$ cat src/rtl/cdp1802_loader.sv
// Host-side image loader for a CDP1802 core: parses a byte stream ('L' load,
// 'G' go, 'H' halt), writes image bytes into RAM, then hands RAM to the CPU.
module cdp1802_loader (
    input  logic        clock,
    input  logic        reset,
    // Byte stream: a byte moves on any rising edge with in_valid=1 and in_ready=1.
    input  logic        in_valid,
    input  logic [7:0]  in_data,
    output logic        in_ready,
    output logic        cpu_resetq,
    input  logic        cpu_ram_rd,
    input  logic        cpu_ram_wr,
    input  logic [15:0] cpu_ram_a,
    input  logic [7:0]  cpu_ram_d,
    output logic        mem_rd,
    output logic        mem_wr,
    output logic [15:0] mem_a,
    output logic [7:0]  mem_d,
    output logic        running,
    output logic        loading,
    output logic        err
);

    typedef enum logic [2:0] {
        S_IDLE,
        S_A_HI,
        S_A_LO,
        S_L_HI,
        S_L_LO,
        S_DATA,
        S_RUN
    } state_t;

    localparam logic [7:0] CMD_LOAD = 8'h4C;
    localparam logic [7:0] CMD_GO   = 8'h47;
    localparam logic [7:0] CMD_HALT = 8'h48;

    state_t      state_q, state_d;
    logic [15:0] ptr_q, ptr_d;
    logic [15:0] len_q, len_d;
    logic        err_q, err_d;
    logic        running_q, running_d;
    logic        loading_q, loading_d;

    logic        xfer;
    logic        load_wr;
    logic [15:0] len_hdr;

    assign in_ready = ~reset;
    assign xfer     = in_valid & in_ready;
    assign load_wr  = xfer && (state_q == S_DATA);
    assign len_hdr  = {len_q[15:8], in_data};

    always_comb begin
        state_d = state_q;
        ptr_d   = ptr_q;
        len_d   = len_q;
        err_d   = err_q;
        if (xfer) begin
            case (state_q)
                S_IDLE: begin
                    case (in_data)
                        CMD_LOAD: state_d = S_A_HI;
                        CMD_GO:   state_d = S_RUN;
                        CMD_HALT: state_d = S_IDLE;
                        default:  err_d   = 1'b1;
                    endcase
                end
                S_A_HI: begin
                    ptr_d[15:8] = in_data;
                    state_d     = S_A_LO;
                end
                S_A_LO: begin
                    ptr_d[7:0] = in_data;
                    state_d    = S_L_HI;
                end
                S_L_HI: begin
                    len_d[15:8] = in_data;
                    state_d     = S_L_LO;
                end
                S_L_LO: begin
                    len_d   = len_hdr;
                    state_d = (len_hdr == 16'h0000) ? S_IDLE : S_DATA;
                end
                S_DATA: begin
                    // Pointer wraps naturally at 0xFFFF; wrapping is not an error.
                    ptr_d = ptr_q + 16'd1;
                    len_d = len_q - 16'd1;
                    if (len_q == 16'd1) state_d = S_IDLE;
                end
                S_RUN: begin
                    if (in_data == CMD_HALT) state_d = S_IDLE;
                    else                     err_d   = 1'b1;
                end
                default: state_d = S_IDLE;
            endcase
        end
        running_d = (state_d == S_RUN);
        loading_d = (state_d == S_A_HI) || (state_d == S_A_LO) ||
                    (state_d == S_L_HI) || (state_d == S_L_LO) ||
                    (state_d == S_DATA);
    end

    always_ff @(posedge clock) begin
        if (reset) begin
            state_q   <= S_IDLE;
            ptr_q     <= 16'h0000;
            len_q     <= 16'h0000;
            err_q     <= 1'b0;
            running_q <= 1'b0;
            loading_q <= 1'b0;
        end else begin
            state_q   <= state_d;
            ptr_q     <= ptr_d;
            len_q     <= len_d;
            err_q     <= err_d;
            running_q <= running_d;
            loading_q <= loading_d;
        end
    end

    // RAM ownership follows the registered running flag; strobes are dead during reset.
    always_comb begin
        if (running_q) begin
            mem_rd = cpu_ram_rd & ~reset;
            mem_wr = cpu_ram_wr & ~reset;
            mem_a  = cpu_ram_a;
            mem_d  = cpu_ram_d;
        end else begin
            mem_rd = 1'b0;
            mem_wr = load_wr;
            mem_a  = ptr_q;
            mem_d  = in_data;
        end
    end

    assign cpu_resetq = running_q;
    assign running    = running_q;
    assign loading    = loading_q;
    assign err        = err_q;

endmodule

$ cat config.mk
export PLATFORM = sky130hd
export DESIGN_NAME = cdp1802_loader
export DESIGN_NICKNAME = d
export VERILOG_FILES = /design/src/rtl/cdp1802_loader.sv
export SDC_FILE = /design/constraint.sdc
export NUM_CORES = 1
export LEC_CHECK = 0
export CAP_MARGIN = 20
export CORE_MARGIN = 2
export CORE_UTILIZATION = 35
export CTS_BUF_LIST = sky130_fd_sc_hd__clkbuf_16
export DETAILED_ROUTE_END_ITERATION = 6
export HOLD_SLACK_MARGIN = 0.03
export PLACE_DENSITY = 0.6
export SYNTH_ARGS = -nofsm -noshare
export SYNTH_HDL_FRONTEND = slang
export SYNTH_SLANG_ARGS = --single-unit
$ cat constraint.sdc
create_clock -name clock -period 2.25 [get_ports clock]
set_input_delay 0.3375 -clock clock [delete_from_list [all_inputs] [get_ports clock]]
set_output_delay 0.3375 -clock clock [all_outputs]
set_load 0.02 [all_outputs]
; Word level (Yosys, flattened, before mapping)
; Cells that the tools add are included.
[totals]
output_inout_bits = 31
inputBits = 37
reg_bits = 38
[op_classes]
muxes = 17
eq_ne = 18
n_reduce_logical = 18
addsub = 2
bitwise = 4
[ops]
columns = cell, n
row1 = $pmux 8 s2, 4
row2 = $eq 8x7->1 const B, 3
row3 = $pmux 3 s7, 1
row4 = $eq 3x3->1 const B, 6
row5 = $add 16x1->16 const B, 1
row6 = $eq 16x1->1 const B, 1
row7 = $logic_not 16->1, 1
row8 = $mux 16, 1
row9 = $sub 16x1->16 const B, 1
row10 = $eq 3x2->1 const B, 4
row11 = $mux 3, 4
row12 = $reduce_bool 2->1, 5
row13 = $pmux 3 s3, 1
row14 = $mux 8, 1
row15 = $reduce_and 2->1, 4
row16 = $eq 3x1->1 const B, 2
row17 = $logic_or 1x1->1, 4
row18 = $mux 1, 4
row19 = $ne 2x2->1 const B, 2
row20 = $reduce_and 4->1, 1
row21 = $and 1x1->1, 3
row22 = $logic_not 3->1, 1
row23 = $reduce_or 3->1, 1
row24 = $pmux 1 s2, 1
row25 = 2 further kinds, 2

; Depth between registers and ports, before layout
; Gate-level depths: netlist of run 1.
[logic_depth]
word_depth = 9
depth_mapped = 7
mapped_depth_nobuf = 7

; Least setup slack after synthesis of run 1
; OpenSTA, ideal clock, no wires.
[synth_timing]
path_type = register -> output
start = register state_q[2]
end = output mem_wr
t_required_ns = 1.913
path_stages_with_launch = 6
t_arrival_ns = 1.600
n_path_buf = 2
path_slack_ns = 0.313
path_cell_list = dfxtp_1 buf_4 and4bb_2 nand2_1 buf_2 o21ai_0
[synth_via]
elab_chain_cells = 3
[synth_lines]
columns = item, line
row1 = from (decl), 38  ; state_t state_q, state_d;
row2 = from (signal assigned), 113  ; state_q <= state_d;
row3 = $eq 3x3->1, 51  ; assign load_wr = xfer && (state_q == S_DATA);
row4 = $logic_and 1x1->1, 51
row5 = $mux 1, 124  ; if (running_q) begin
row6 = to (decl), 16  ; output logic mem_wr,
; No other way between the ends.

; Worst setup path after layout of run 1
[layout_timing]
start = register running_q (netlist: cpu_resetq)
end = output mem_a[6]
[layout_via]
elab_chain_cells = 1
[layout_lines]
columns = item, line
row1 = from (decl), 42  ; logic running_q, running_d;
row2 = from (signal assigned), 117  ; running_q <= running_d;
row3 = $mux 16, 124
row4 = to (decl), 17  ; output logic [15:0] mem_a,
; No other way between the ends.

==> results_dict.tcl, run 1 <==
set metrics [dict create \
    grt_overflow_total 0 \
    ys_seq_area_share_pct 27.4 \
    area_delta_synth_final_pct 40.6 \
    path_clk_slew_ns 0.06 \
    p_per_area_nw_per_um2 470 \
    required_ns 1.91 \
    die_h_um 93.0 \
    worst_slack_ns 0.168 \
    status "finished, final reports clean" \
    path_max_fanout 31 \
    fin_nets 471 \
    setup_viol 0 \
    place_congestion 0.909 \
    die_width_um 93.0 \
    final_area_um2 3900 \
    dp_cells 526 \
    grt_pass1_vias 2969 \
    wl_per_cell_um 16.4 \
    grt_antenna_before_repair 0 \
    drt_iter0_drc 129 \
    yosysWarnings 0 \
    fin_skew_ns 0.00503 \
    fmax_mhz 480 \
    cts-htree-levels 2 \
    cts_sinks 38 \
    hold_violations 0 \
    cap_violations 0 \
    min_period_over_period_pct 92.5 \
    end_kind "output pin" \
    synth_edf_count 0 \
    root_buffer "clkbuf_16" \
    final_cell_mix "clkdlybuf4s50_1 (65), o21ai_0 (40), dfxtp_1 (38), nand2_1 (32), nor2_1 (30)" \
    vias 3002 \
    tightest_slew_ns 0.574 \
    synth-seq-cells 38 \
    vias_per_cell 5.62 \
    dpl_cell_area_um2 3700 \
    yosysUniqueCellTypes 70 \
    ys_async_sr_fraction_pct 0 \
    syn_nets 389 \
    port_buffers 67 \
    postSynthAreaPerCell_um2 7.94 \
    cts_tree "yes" \
    grt_pass1_wl_mm 14.5 \
    post_cts_buffers 0 \
    cts_made_buffers 5 \
    slew_violations 0 \
    postRouteAntennaNets 0 \
    worstHoldPathType "reg2reg" \
    core-area_um2 7690 \
    worstSetupPathType "reg2out" \
    netlist_area_um2 2770 \
    netlist_instances 349 \
    fin_setup_tns_ns 0 \
    synthFlopType "dfxtp_1" \
    final_common_cell "clkdlybuf4s50_1" \
    drt-total-wl_mm 8.74 \
    arrival_ns 1.74 \
    die-area_um2 8650 \
    startpoint_type "register" \
    p_leak_nw 1.51 \
    drc 0 \
    layout-drive-gt1-share_pct 18.1 \
    clk_path_buf_depth 2 \
    drtPass1Iterations 4 \
    grt_max_degree 32 \
    whs_ns 0.479 \
    rows 32 \
    grt_usage_pct 20.8 \
    ir_worst_vdd_uv 234 \
    rsz0062_at_grt "no" \
    period_needed_ns 2.08 \
    initial_core_util_pct 36.1 \
    final_cells 534 \
    hpwl_mm 6.46 \
    pre_cts_ws_ns -0.0956 \
    antennaDiodeCount 0 \
    maxSlewHeadroom_pct 61.4 \
    ios 68 \
    insertion_delay_ns 0.29 \
]
[registers in the layout, summed over array words and instances, names as in the netlist]
name and count:
cpu_resetq 1, state_q 3, err 1, ptr_q 16, loading 1, len_q 16
[worst paths after layout]
check,start,endpoint,slack (ns),cells past startpoint
worst min register to register,err,err,0.48,2
worst max register to register,ptr_q[0],ptr_q[12],0.39,6
worst max-delay path,cpu_resetq,mem_a[6],0.17,3
worst min-delay path,err,err,0.48,2
[per-layer routing]
| metal | GRT usage, % | up-vias | wire, um |
|---|---|---|---|
| met3 | 4.75 | 8 | 632 |
| li1 | - | 1483 | - |
| met4 | 6.25 | 0 | 106 |
| met5 | 0 | - | 0 |
| met2 | 35.5 | 104 | 4250 |
| met1 | 26.2 | 1407 | 3760 |
[area by class of cell]
| type | instances | area [um^2] |
|---|---|---|
| clock buffer | 5 | 125 |
| clock inverter | 3 | 68.8 |
| tap | 102 | 128 |
| multi-input combinational | 282 | 1880 |
| sequential | 38 | 761 |
| inverter | 7 | 30.0 |
| fill | 749 | 3790 |
| timing repair buffer | 97 | 910 |
[Yosys cell counts (all sizes together) (2+ instances only)]
master	instances	area share [%]
or3	3	0.68
nand4	4	0.90
a22o	5	1.6
and4	5	1.6
nand3	12	2.2
a21o	3	0.81
o21ai	44	7.9
nor2	30	4.1
a21oi	18	3.4
and2	4	0.95
and3b	2	0.63
nor2b	3	0.68
nor3b	5	1.4
o22ai	5	1.1
nor4	5	2.4
mux2	22	8.9
nor4b	4	2.0
nand2	32	4.3
or4	2	0.68
nand2b	4	1.2
dfxtp	38	27
ha	3	1.4
o31a	6	1.9
or2	3	0.68
buf	9	2.1
o31ai	4	1.3
inv	6	0.81
a31oi	10	2.3
a41oi	3	0.95
nand3b	3	1.3
clkbuf	13	1.8
o221ai	2	0.63
nor3	14	2.9
a211oi	5	1.5
[logic make-up after synthesis]
| group | Yosys count | share of synthesized area, % |
|---|---|---|
| buffers and inverters | 29 | 4.88 |
| muxes | 23 | 9.30 |
| xor gates and xnor gates | 1 | 0.316 |
| adders and majority gates | 3 | 1.35 |
| and+or+nand+nor | 139 | 29.8 |
| AOI/OAI and AO/OA | 116 | 26.9 |
| DFF | 38 | 27.4 |
[critical path: stages, from the launching register on]
cell	delay, ns
dfxtp_1	0.36
buf_12	0.20
mux2_2	0.35
clkdlybuf4s50_1	0.54
[stage by stage]
step,util [%],power [W]
after floorplan,-,0.000769
after global placement,48.1,0.000900
after detailed placement,48.1,0.000902
after CTS,50.6,0.00184
after global routing,50.7,0.00189
final,50.7,0.00183
[report_power, final]
| group | internal [W] | switching, W |
|---|---|---|
| Combinational | 0.000118 | 0.0000930 |
| Clock | 0.000638 | 0.000306 |
| Sequential | 0.000675 | 0.00000204 |
[repair_timing]
item	in CTS	in global routing
resized for setup	1	2
gates cloned	0	0
hold buffers	0	0
setup endpoints to repair	1	1
(Power assumes the default switching activity.)
==> run 2, diff against run 1 <==
==> constraint.sdc (replaced) <==
create_clock -name clock -period 2.45 [get_ports clock]
set_input_delay 0.3675 -clock clock [delete_from_list [all_inputs] [get_ports clock]]
set_output_delay 0.3675 -clock clock [all_outputs]
set_load 0.02 [all_outputs]
==> results_dict.tcl, run 2 (synthesized netlist as in run 1, its figures left out) <==
set metrics [dict create \
    hold_violations 0 \
    startpoint_type "input port" \
    status "finished, final reports clean" \
    rsz0062_at_grt "no" \
    setup_viol 0 \
    postRouteAntennaNets 0 \
    fin_nets 457 \
    place_congestion 0.881 \
    layout-drive-gt1-share_pct 14.8 \
    cts_sinks 38 \
    die_h_um 93.0 \
    path_cells "clkdlybuf4s50_1 > buf_6 > clkinv_1 > and3_1 > clkdlybuf4s50_1" \
    worstHoldPathType "reg2reg" \
    crit_slowest_cell "clkdlybuf4s50_1" \
    fin_skew_ns 0.00706 \
    crit_top_cell "clkdlybuf4s50_1" \
    path_max_fanout 25 \
    worstSetupPathType "in2out" \
    insertion_delay_ns 0.29 \
    vias 2980 \
    area_delta_synth_final_pct 34.4 \
    initial_core_util_pct 36.1 \
    grt_antenna_before_repair 0 \
    drtPass1Iterations 4 \
    path_clk_slew_ns 0.06 \
    hpwl_mm 6.24 \
    rows 32 \
    min_period_over_period_pct 94.3 \
    port_buffers 67 \
    grt_pass1_vias 2834 \
    hold_buffers 0 \
    drt-total-wl_mm 8.58 \
    tightest_slew_ns 0.626 \
    final_common_cell "clkdlybuf4s50_1" \
    dp_cells 512 \
    ios 68 \
    maxSlewHeadroom_pct 58.0 \
    arrival_ns 1.94 \
    die-area_um2 8650 \
    cts-htree-levels 2 \
    die_width_um 93.0 \
    final_cell_mix "clkdlybuf4s50_1 (66), o21ai_0 (40), dfxtp_1 (38), nand2_1 (32), nor2_1 (30)" \
    reg_top3 "len_q: 16 flops, ptr_q: 16 flops, state_q: 3 flops" \
    p_per_area_nw_per_um2 390 \
    cap_violations 0 \
    utilization_pct 48.5 \
    slew_violations 0 \
    drc 0 \
    p_leak_nw 1.40 \
    vias_per_cell 5.73 \
    root_buffer "clkbuf_16" \
    drt_iter0_drc 180 \
    fillCellCount 769 \
    total_power_w 0.00145 \
    critical_path.max_stage_delay_ns 0.53 \
    core-area_um2 7690 \
    antennaDiodeCount 0 \
    grt_max_degree 32 \
    cts_tree "yes" \
    ir_worst_vdd_uv 254 \
    grt_pass1_wl_mm 14.1 \
    period_needed_ns 2.31 \
    end_kind "output pin" \
    grt_overflow_total 0 \
    final_cells 520 \
    fmax_mhz 433 \
    grt_usage_pct 20.3 \
    clk_path_buf_depth 2 \
    required_ns 2.08 \
    wl_per_cell_um 16.5 \
    cts_made_buffers 5 \
]
run 2: cell count changes in the layout (fill, tap and decap cells not counted):
cell,delta
clkinv_1,+2
clkinv_4,-1
bufinv_16,-2
dlymetal6s2s_1,-1
buf_4,-14
clkdlybuf4s50_1,+1
clkinv_2,+1
buf_6,+1
buf_12,-1
run 2: layout make-up:
type | count | area (um^2) | area share, %
clock inverters | 3 | 16.3 | 0.437
multi-input cells | 282 | 1880 | 50.4
clock buffers | 5 | 125 | 3.36
inverters | 7 | 26.3 | 0.705
well taps | 102 | 128 | 3.43
repair buffers | 83 | 793 | 21.3
flip-flops and latches | 38 | 761 | 20.4
run 2: path summary, 6_finish.rpt:
kind | from | endpoint | slack (ns) | depth (start not counted)
min reg2reg | err | err | 0.48 | 2
min | err | err | 0.48 | 2
max reg2reg | ptr_q[0] | ptr_q[12] | 0.48 | 6
max | reset | mem_rd | 0.14 | 5
run 2: repair_timing:
item                                   4_1_cts  5_1_grt
setup endpoints to repair                    1        0
endpoints found under the hold margin        0        0
resized for setup                            2        0
buffers inserted                             0        0
run 2: worst max-delay path, delay by kind of cell:
| family | cells | cell delay [ns] |
|---|---|---|
| simple gates | 1 | 0.17 |
| buf+inv | 4 | 1.41 |
run 2: stage by stage:
step                      TNS [ns]  instance area (um^2)  worst slack [ns]  hold WS (ns)
after floorplan                  0                  2770             0.457         0.452
after global placement     -0.0494                  3580           -0.0494         0.474
after detailed placement   -0.0364                  3580           -0.0364         0.470
after CTS                        0                  3720             0.137         0.490
after global routing             0                  3720            0.0251         0.541
final                            0                  3720             0.139         0.484
run 2: power by group:
part,total [W],internal (W),switching (W)
registers,0.000622,0.000620,0.00000176
logic,0.000186,0.000102,0.0000839
clock network,0.000645,0.000372,0.000273
total,0.00145,0.00109,0.000359
run 2: routing by layer:
layer | global-route usage, % | part of all wire, % | up-vias
met5 | 0 | 0 | -
met4 | 6.62 | 1.8 | 0
met3 | 4.19 | 6.0 | 12
met2 | 34.7 | 48 | 92
met1 | 25.6 | 44 | 1421
li1 | - | - | 1455
==> patch 1 (settings of run 1) <==
The 7 states of `state_t` get a one-hot encoding in 7 bits.
--- a/src/rtl/cdp1802_loader.sv
+++ b/src/rtl/cdp1802_loader.sv
@@ -22,12 +22,12 @@
 );
 
-    typedef enum logic [2:0] {
-        S_IDLE,
-        S_A_HI,
-        S_A_LO,
-        S_L_HI,
-        S_L_LO,
-        S_DATA,
-        S_RUN
+    typedef enum logic [6:0] {
+        S_IDLE = 7'b0000001,
+        S_A_HI = 7'b0000010,
+        S_A_LO = 7'b0000100,
+        S_L_HI = 7'b0001000,
+        S_L_LO = 7'b0010000,
+        S_DATA = 7'b0100000,
+        S_RUN  = 7'b1000000
     } state_t;
 
Check against the original RTL: same outputs for any inputs over 10 cycles, from zero or initial values and one cycle with reset high; not proved beyond that.
==> patch 1 against run 1 <==
Power down 8.9%; synthesized cell count up 11%; routed wire length up 8.2%; combinational power up 2%; core utilization down 1.1 points; largest power group is now sequential cells; highest routed layer unchanged; worst setup slack worse by 0.075 ns; design area up 4.6%; sequential cell count up 4; synthesized area up 7.5%.
==> patch 1: results (changes against run 1) <==
Synth
  – Mapped Cells: 386 (was 349)
  – Sequential area share after synthesis: 28.2% (was 27.4%)
  – Compound-cell area share of the yosys netlist: 27.3% (was 26.9%)
  – Top cells by count, synth: o21ai_0, dfxtp_1, nand2_1 (unchanged)
  – Mapped Nets: 426 (was 389)
  – Post-Synth Adder-Cell Area: 1.26% (was 1.35%)
  – Top post-synthesis cells by area: dfxtp_1, o21ai_0, mux2_2 (was dfxtp_1, mux2_2, o21ai_0)
  – Mux cell area share after synthesis: 9.28% (was 9.30%)
  – Yosys cell types: 61 (was 70)
  – XOR/XNOR Fraction of Synth Area: 0.882% (was 0.316%)

Clocking
  – TritonCTS buffer count: 5 (unchanged)
  – Post-CTS sizing: 2 (was 1)

Placed design
  – Post-DP HPWL: 7050 um (was 6460 um)
  – Placed Cells: 565 (was 526)
  – Place WS: -0.140 ns (was -0.0956 ns)
  – Placed cell area: 0.00392 mm2 (was 0.00370 mm2)
  – GP Congestion: 0.844 (was 0.909)

Timing
  – Worst Clk Skew: 0.00916 ns (was 0.00503 ns)
  – Relative slew slack: 65.6% (was 61.4%)

Cells and area
  – Non-filler instance count after layout: 573 (was 534)
  – FILL cells: 812 (was 749)
  – Ratio of cells with drive above 1 in the final layout: 16.5% (was 18.1%)
  – Core Util, Final: 49.6% (was 50.7%)
  – Nets: 507 (was 471)
  – Top flop regs: len_q: 16 flops, ptr_q: 16 flops, state_q: 7 flops (was len_q: 16 flops, ptr_q: 16 flops, state_q: 3 flops)

Global routing
  – Largest net degree at the start of global routing: 33 (was 32)
  – Total GRT Usage: 20.7% (was 20.8%)
  – First-pass GRT wire length: 14700 um (was 14500 um)
  – Number of global-route vias before repair: 2814 (was 2969)

Status
  – Outcome: finished, final reports clean (unchanged)

Drt
  – Drt first pass iters: 5 (was 4)
  – Vias: 3274 (was 3002)
  – Final wirelength: 9460 um (was 8740 um)
  – First-iteration detailed-routing DRC count: 252 (was 129)

Worst setup path
  – Max Fanout on Critical Path: 4 (was 31)
  – Worst EP arrival: 1.82 ns (was 1.74 ns)
  – Largest stage delay, worst path: 0.59 ns (was 0.54 ns)

Pwr
  – Worst vdd ir: 0.293 mV (was 0.234 mV)
  – Static Leak: 1.55 nW (was 1.51 nW)
-- patch 1: area by class of cell --
cell class | count | share of cell area, %
inverters | 7 | 0.645
multi-input cells | 309 | 48.4
flip-flops and latches | 42 | 20.6
repair buffers | 102 | 23.6
well taps | 105 | 3.22
clock inverters | 3 | 0.430
clock buffers | 5 | 3.07
-- patch 1: worst paths after layout --
| check | from | end | slack, ns | cells past startpoint |
|---|---|---|---|---|
| min reg2reg | err | err | 0.47 | 2 |
| max reg2reg | state_q[0] | ptr_q[6] | 0.15 | 6 |
| min | err | err | 0.47 | 2 |
| max | reset | in_ready | 0.09 | 5 |
-- patch 1: routing by layer --
layer	vias to the layer above	part of all wire [%]	GRT usage, %
met2	127	46	32.8
li1	1600	-	-
met4	0	0.78	3.69
met3	7	7.3	3.76
met1	1540	46	29.5
met5	-	0	0
-- patch 1: power by group --
group	switching, mW	internal, mW
combinational	0.0965	0.118
clock	0.301	0.407
sequential	0.000925	0.745
total	0.399	1.27
==> patch 2 (settings of run 1) <==
Made on the original files. Make the reset (`reset`) asynchronous in one clocked block.
--- a/src/rtl/cdp1802_loader.sv
+++ b/src/rtl/cdp1802_loader.sv
@@ -102,5 +102,5 @@
     end
 
-    always_ff @(posedge clock) begin
+    always_ff @(posedge clock or posedge reset) begin
         if (reset) begin
             state_q   <= S_IDLE;
Formal check against the unedited RTL: differs if reset is asserted again (counterexample within 4 cycles, from zero or initial values and one cycle with reset high); with reset held inactive, the same outputs for 10 cycles.
==> patch 2 against run 1 <==
Sequential cell count unchanged; routed wire length shrank 3.5%; synthesized area decreased by 3.0%; worst setup slack got worse by 0.11 ns; design area fell by 2.7%; critical path depth rose by 3; critical path type is now input pin to register; critical endpoint is now loading.
Power is not compared: it rests on default switching activity, and its combinational part moved more than twofold at a synthesized area within 25%.
==> patch 2: results (changes against run 1) <==
Placed design
  – GP Congestion: 0.843 (was 0.909)
  – Number of buffers added on ports: 67 (unchanged)
  – Post-DP HPWL: 6300 um (was 6460 um)
  – Placed cell area: 0.00365 mm2 (was 0.00370 mm2)
  – Placed Cells: 501 (was 526)
  – Place WS: -0.252 ns (was -0.0956 ns)

Status
  – Outcome: finished, final reports clean (unchanged)

Drt
  – Vias/cell: 5.65 (was 5.62)
  – Wire per inst: 16.6 um (was 16.4 um)
  – Drt first pass iters: 5 (was 4)
  – Met2 routed WL: 3890 um (was 4250 um)
  – Vias: 2874 (was 3002)
  – First-iteration detailed-routing DRC count: 178 (was 129)
  – Met3 Wirelength: 623 um (was 632 um)
  – Met1 WL: 3730 um (was 3760 um)

Global routing
  – Number of global-route vias before repair: 2656 (was 2969)
  – Initial antenna violation count: 0 (unchanged)
  – Total GRT Usage: 20.0% (was 20.8%)
  – Routing usage on met2: 32.7% (was 35.5%)
  – First-pass GRT wire length: 13600 um (was 14500 um)
  – Grt met1 use: 27.3% (was 26.2%)
  – Met3 Usage GRT: 2.79% (was 4.75%)
  – Largest net degree at the start of global routing: 41 (was 32)

Synth
  – Mapped Nets: 367 (was 389)
  – Top cells by count, synth: dfrtp_1, a21oi_1, o21ai_0 (was o21ai_0, dfxtp_1, nand2_1)
  – Mapped Cells: 327 (was 349)
  – Yosys cell types: 51 (was 70)
  – Sequential area share after synthesis: 35.4% (was 27.4%)
  – Top post-synthesis cells by area: dfrtp_1, mux2_2, a21oi_1 (was dfxtp_1, mux2_2, o21ai_0)
  – Compound-cell area share of the yosys netlist: 26.5% (was 26.9%)
  – XOR/XNOR Fraction of Synth Area: 0.326% (was 0.316%)
  – Total number of yosys warnings: 0 (unchanged)
  – Synth async-reset ratio: 100% (was 0%)
  – Mux cell area share after synthesis: 9.54% (was 9.30%)
  – Post-Synth Adder-Cell Area: 1.40% (was 1.35%)
  – Ys flop type: dfrtp_1 (was dfxtp_1)

Worst setup path
  – Worst EP arrival: 2.39 ns (was 1.74 ns)
  – Slowest cell on crit path: or4b_4 (was clkdlybuf4s50_1)
  – Max Fanout on Critical Path: 3 (was 31)
  – Cell family with most CP delay: simple AND/OR/NAND/NOR gates (was buffers and inverters)
  – Reg2Reg Depth: 5 (was 6)
  – Largest stage delay, worst path: 0.51 ns (was 0.54 ns)

Clocking
  – Clock Tree Root: clkbuf_16 (unchanged)
  – Clock latency at the later pin of the worst-skew pair: 0.28 ns
  – Post-CTS sizing: 0 (was 1)
  – Max H-tree Level: 2 (unchanged)

Cells and area
  – Ratio of cells with drive above 1 in the final layout: 16.8% (was 18.1%)
  – Diodes inserted: 0 (unchanged)
  – Top flop regs: len_q: 16 flops, ptr_q: 16 flops, state_q: 3 flops (unchanged)
  – Nets: 449 (was 471)

Timing
  – Worst Clk Skew: 0.00606 ns (was 0.00503 ns)
  – Worst slew pin tran: 0.559 ns (was 0.574 ns)

Pwr
  – Clock group power: 685 uW
## patch 2: cell count changes after synthesis, moves of 4 or more
cell / run 1 / this run
clkbuf_1: 12 / 22
buf_2: 5 / 0
dfrtp_1: 0 / 38
o31a_1: 6 / 0
a21oi_1: 17 / 33
nor4_1: 2 / 8
o21ai_1: 4 / 0
and4_1: 5 / 0
o22a_1: 0 / 8
o21ai_0: 40 / 32
dfxtp_1: 38 / 0
nand2_1: 32 / 27
## patch 2: final timing paths
check                      slack (ns)  startpoint          to
setup / recovery                 0.06  in_data[7]     loading
hold / removal                   0.49         err         err
setup reg to reg                 0.18    len_q[9]   len_q[15]
hold reg to reg                  0.49         err         err
max in group asynchronous        1.12       reset  cpu_resetq
min in group asynchronous        0.73       reset    ptr_q[2]
## patch 2: area by class of cell
cell class | instances | area [um2]
tap | 99 | 124
inverter | 9 | 33.8
multi-input combinational | 255 | 1610
clock inverter | 3 | 16.3
timing repair buffer | 100 | 936
clock buffer | 5 | 125
sequential | 38 | 952
fill | 683 | 3540
